==> src/rtl/heat_sweep_scheduler.sv <==
// Cell/sweep sequencer for the 5-point heat stencil, with solver/host grid arbitration.
// Optional early exit on convergence when CONVERGE_DETECT_EN is defined.
module heat_sweep_scheduler #(
  parameter int unsigned GRID_W = 6,
  parameter int unsigned GRID_H = 6,
  parameter int unsigned ADDR_W = 6,
  parameter int unsigned ITER_W = 12
) (
  input  logic              clk,
  input  logic              rst_n,
  input  logic              start,
  input  logic              stop,
  input  logic [ITER_W-1:0] iter_target,
  input  logic              host_req,
  input  logic [ADDR_W-1:0] host_addr,
  output logic              host_gnt,
  output logic [ADDR_W-1:0] mem_addr,
  output logic [ADDR_W-1:0] nb_l,
  output logic [ADDR_W-1:0] nb_r,
  output logic [ADDR_W-1:0] nb_u,
  output logic [ADDR_W-1:0] nb_d,
  output logic              at_edge,
  output logic              upd_we,
  input  logic              cell_changed,
  output logic              busy,
  output logic              done,
  output logic              converged,
  output logic [ITER_W-1:0] iter_count
);

  localparam int unsigned XW = (GRID_W > 1) ? $clog2(GRID_W) : 1;
  localparam int unsigned YW = (GRID_H > 1) ? $clog2(GRID_H) : 1;

  typedef enum logic [1:0] {StIdle, StSweep, StSwap, StDone} state_e;

  state_e            state_q, state_d;
  logic [XW-1:0]     x_q, x_d;
  logic [YW-1:0]     y_q, y_d;
  logic [ITER_W-1:0] iter_q, iter_d, iter_inc;
  logic              gnt_q, gnt_d;
  logic              x_last, y_last;
  logic [ADDR_W-1:0] sol_addr;

  assign x_last   = (x_q == XW'(GRID_W - 1));
  assign y_last   = (y_q == YW'(GRID_H - 1));
  assign sol_addr = ADDR_W'(y_q) * ADDR_W'(GRID_W) + ADDR_W'(x_q);
  // Saturates so an unbounded run (target 0) never wraps the readout.
  assign iter_inc = (&iter_q) ? iter_q : iter_q + ITER_W'(1);

  assign busy       = (state_q == StSweep) || (state_q == StSwap);
  assign done       = (state_q == StDone);
  assign host_gnt   = gnt_q;
  assign upd_we     = (state_q == StSweep) && !gnt_q;
  assign iter_count = iter_q;
  assign at_edge    = (x_q == '0) || x_last || (y_q == '0) || y_last;
  assign mem_addr   = gnt_q ? host_addr : sol_addr;

  // Neighbours only meaningful while sweeping; zero otherwise to match the reset image.
  always_comb begin
    nb_l = '0;
    nb_r = '0;
    nb_u = '0;
    nb_d = '0;
    if (state_q == StSweep) begin
      nb_l = (x_q == '0) ? sol_addr : sol_addr - ADDR_W'(1);
      nb_r = x_last      ? sol_addr : sol_addr + ADDR_W'(1);
      nb_u = (y_q == '0) ? sol_addr : sol_addr - ADDR_W'(GRID_W);
      nb_d = y_last      ? sol_addr : sol_addr + ADDR_W'(GRID_W);
    end
  end

`ifdef CONVERGE_DETECT_EN
  logic flag_q, flag_d;
  logic conv_q, conv_d;
  assign converged = conv_q;
`else
  logic unused_cell_changed;
  assign unused_cell_changed = cell_changed;
  assign converged = 1'b0;
`endif

  always_comb begin
    state_d = state_q;
    x_d     = x_q;
    y_d     = y_q;
    iter_d  = iter_q;
    // While busy a grant must be followed by a solver step before the next grant.
    gnt_d   = host_req && !(busy && gnt_q);
`ifdef CONVERGE_DETECT_EN
    flag_d  = flag_q;
    conv_d  = conv_q;
`endif
    if (stop) begin
      state_d = StIdle;
      x_d     = '0;
      y_d     = '0;
    end else begin
      unique case (state_q)
        StIdle, StDone: begin
          if (start) begin
            state_d = StSweep;
            x_d     = '0;
            y_d     = '0;
            iter_d  = '0;
`ifdef CONVERGE_DETECT_EN
            flag_d  = 1'b0;
            conv_d  = 1'b0;
`endif
          end
        end
        StSweep: begin
          if (!gnt_q) begin
`ifdef CONVERGE_DETECT_EN
            if (cell_changed && !at_edge) flag_d = 1'b1;
`endif
            if (x_last) begin
              x_d = '0;
              if (y_last) begin
                y_d     = '0;
                state_d = StSwap;
              end else begin
                y_d = y_q + YW'(1);
              end
            end else begin
              x_d = x_q + XW'(1);
            end
          end
        end
        StSwap: begin
          if (!gnt_q) begin
            iter_d  = iter_inc;
            state_d = StSweep;
            if ((iter_target != '0) && (iter_inc == iter_target)) state_d = StDone;
`ifdef CONVERGE_DETECT_EN
            if (!flag_q) begin
              state_d = StDone;
              conv_d  = 1'b1;
            end
            flag_d = 1'b0;
`endif
          end
        end
        default: state_d = StIdle;
      endcase
    end
  end

  always_ff @(posedge clk or negedge rst_n) begin
    if (!rst_n) begin
      state_q <= StIdle;
      x_q     <= '0;
      y_q     <= '0;
      iter_q  <= '0;
      gnt_q   <= 1'b0;
    end else begin
      state_q <= state_d;
      x_q     <= x_d;
      y_q     <= y_d;
      iter_q  <= iter_d;
      gnt_q   <= gnt_d;
    end
  end

`ifdef CONVERGE_DETECT_EN
  always_ff @(posedge clk or negedge rst_n) begin
    if (!rst_n) begin
      flag_q <= 1'b0;
      conv_q <= 1'b0;
    end else begin
      flag_q <= flag_d;
      conv_q <= conv_d;
    end
  end
`endif

endmodule

==> config.mk <==
export PLATFORM = sky130hd
export DESIGN_NAME = heat_sweep_scheduler
export DESIGN_NICKNAME = d
export VERILOG_FILES = /design/src/rtl/heat_sweep_scheduler.sv
export SDC_FILE = /design/constraint.sdc
export NUM_CORES = 1
export LEC_CHECK = 0
export ABC_AREA = 0
export CORE_MARGIN = 5
export CORE_UTILIZATION = 29
export DETAILED_ROUTE_END_ITERATION = 10
export HOLD_SLACK_MARGIN = 0.03
export PLACE_DENSITY_LB_ADDON = 0.2
export SYNTH_ARGS = -nofsm -noshare
export SYNTH_HDL_FRONTEND = slang
export SYNTH_SLANG_ARGS = --single-unit
==> constraint.sdc <==
create_clock -name clk -period 5 [get_ports clk]
set_input_delay 1.5 -clock clk [delete_from_list [all_inputs] [get_ports clk]]
set_output_delay 1.5 -clock clk [all_outputs]
set_load 0.1 [all_outputs]
==> key figures <==
Outcome
  – Status: complete, no violations

Flow run
  – Maxcap violations: 0

GRT
  – Grt ovf: 0
  – Vias in the first global route: 2420
  – Largest net degree at the start of global routing: 32
  – Antenna violations before repair: 0
  – First-pass GRT wire length: 11.9 mm
  – GRT Total Usage: 13.9%

Floorplanning
  – Die H: 102 um
  – Starting Density: 29.6%
  – Die X: 102 um
  – # rows: 33
  – Die Area: 10300 um2
  – CORE AREA: 8220 um2
  – IO Pins: 72

Synthesis
  – Mapped Area: 2440 um2
  – Synthesis Warnings: 0
  – Register area share after synthesis: 21.6%
  – Distinct cells, synth: 54
  – Synth Register Bits: 21
  – Syn Nets: 369
  – Most used DFF post-synth: dfrtp_1
  – EDFF count, synth: 0
  – Yosys top cell by area: dfrtp_1
  – Async set or reset register ratio after synthesis: 100%
  – Top cell type's share of synthesized area: 21.6%
  – Synthesized area per cell: 7.47 um2
  – Synth area leaders: dfrtp_1 22%, ha_1 8.7%, nand2_1 6.9%
  – Cells after Synth: 326

Timing
  – Final period util: 91.9%
  – Worst-margin pin slew: 1020 ps
  – Layout Skew: 4.07 ps
  – Slew margin rel.: 31.9%
  – Fmax achieved: 218 MHz
  – Final setup viols: 0
  – Final hold vios: 0
  – Setup TNS: 0 ps
  – RSZ-0062 raised after global routing: false
  – Tmin final: 4590 ps
  – Final slew viol count: 0

Critical path
  – Startpoint Class: register
  – Critical path arrival: 3090 ps
  – Critical-path cell list: inv_1 > ha_1 > fa_1 > inv_1 > ha_1 > a21oi_1 > nand2_1 > or3_1 > a21boi_1 > buf_12
  – CP Data Required Time: 3500 ps
  – Setup crit end kind: output port
  – R2R depth: 8
  – CP Max Fanout: 4
  – Crit path max-delay cell type: fa_1
  – Max incr delay on CP: 550 ps
  – CP Class: register to output port

Detailed routing
  – Post-route ant nets: 0
  – Drc violations: 0
  – Routed wire length: 7.16 mm
  – Via count: 2471
  – Wirelength per Cell: 14.6 um
  – First-pass iteration count of the detailed router: 4
  – Via density: 5.04
  – DRC marker count from the first detailed-route iteration: 52

Power
  – Cell area power density: 548 nW/um2
  – Leak Pwr: 1.36 nW
  – Tot Pwr: 1.79 mW
  – Worst VDD drop: 0.200 mV

Worst hold path
  – Hold Crit Class: register to register
  – Hold Crit Depth: 2

Clock tree
  – Total CTS buffers: 3
  – Number of setup buffers added after CTS: 0
  – Num Clock Sinks: 21
  – Clk buf depth: 2
  – Worst-path clk slew: 80 ps
  – Clock Latency Late Sink: 260 ps
  – H-tree depth: 1
  – CTS tree: done
  – Root buffer cell: clkbuf_8
  – Post-CTS Hold Buffers: 0
  – Post-CTS Resized: 0

Final layout
  – Commonest non-fill, non-tap cell in the layout: nand2_1
  – Most frequent cells in the layout: 45 x nand2_1, 37 x clkdlybuf4s50_1, 30 x buf_4, 28 x a21oi_1, 21 x dfrtp_1
  – Fin nets: 429
  – Fin util: 39.7%
  – Antenna Cells: 0
  – Area delta synth->final: 34.0%
  – Layout cell share with drive strength beyond 1: 12.7%

Placement
  – Final RePlAce weighted congestion: 0.917
  – Detailed placement HPWL: 5.71 mm
  – IO buf count: 69
==> Yosys cell counts, types with 2 or more instances <==
cell type	n
nand2_1	45
a21oi_1	28
dfrtp_1	21
xnor2_1	18
ha_1	17
nor2_1	17
o21ai_0	17
inv_1	15
and2_1	14
nand3_1	12
clkbuf_1	11
xor2_1	10
nor3_1	9
nand4_1	7
nor2b_1	7
o31ai_1	6
or3_1	6
buf_2	4
nand2b_1	4
nor4_1	4
a21boi_0	3
o2111ai_1	3
o21ai_1	3
or4_1	3
a22o_1	2
a31oi_1	2
and3_1	2
and4_1	2
buf_1	2
buf_4	2
fa_1	2
mux2_2	2
mux2i_1	2
o211a_1	2
o211ai_1	2
or2_2	2
==> power breakdown <==
| part | switching (mW) | internal (mW) | leakage (nW) |
|---|---|---|---|
| clock | 0.0553 | 0.0567 | 0.0228 |
| combinational | 1.06 | 0.387 | 1.04 |
| sequential | 0.0408 | 0.190 | 0.289 |
| total | 1.15 | 0.633 | 1.36 |
==> state kept, by name, indices dropped and copies added (netlist names) <==
| name | count |
|---|---|
| state_q | 2 |
| host_gnt | 1 |
| iter_count | 12 |
| y_q | 3 |
| x_q | 3 |
==> worst max-delay path: cells and delay by family, from the launching register on <==
kind                       cells  cell delay, ps
adders and majority gates      3            1120
AOI/OAI and AO/OA              2             420
and+or+nand+nor                2             450
buffers and inverters          3             410
DFF                            1             430
==> metal layers <==
layer,share of wire [%],up-vias,global-route usage [%]
met5,0,-,0
met4,0.46,0,2.15
met3,6.3,2,1.52
met2,47,71,25.4
met1,46,1129,17.8
li1,-,1269,-
==> stage by stage <==
stage	cells	setup slack [ps]	hold slack [ps]	area (um2)
2_1_floorplan	326	-477	503	2440
3_3_place_gp	486	728	521	3220
3_5_place_dp	486	650	531	3220
4_1_cts	490	356	551	3260
5_1_grt	490	194	589	3260
6_report	490	407	559	3260
==> final timing paths <==
path                                               to                   start  slack [ps]
max reg2reg                    state_q[1]$_DFFE_PN0P_  state_q[0]$_DFFE_PN0P_        1920
max in group asynchronous   iter_count[6]$_DFFE_PN0P_                   rst_n        2590
max                                           nb_d[5]      y_q[1]$_DFFE_PN0P_         410
min in group asynchronous  iter_count[10]$_DFFE_PN0P_                   rst_n        1800
min reg2reg                    state_q[0]$_DFFE_PN0P_  state_q[0]$_DFFE_PN0P_         560
min                            state_q[0]$_DFFE_PN0P_  state_q[0]$_DFFE_PN0P_         560
==> cells by family after synthesis <==
family | count (synthesis) | synth area share [%]
simple gates | 140 | 29.6
xor+xnor | 28 | 10.1
buf+inv | 34 | 5.75
compound gates | 78 | 20.2
fa+ha+maj | 19 | 10.4
other cells | 1 | 0.154
mux | 5 | 2.21
flops | 21 | 21.6
==> final cells by class <==
type                    count  area [um2]
fillers                   872        4950
multi-input cells         271        1770
repair buffers             74         736
flip-flops and latches     21         526
well taps                 105         131
inverters                  15        56.3
clock buffers               4        45.0
No activity file was read; power rests on OpenSTA's default activity.
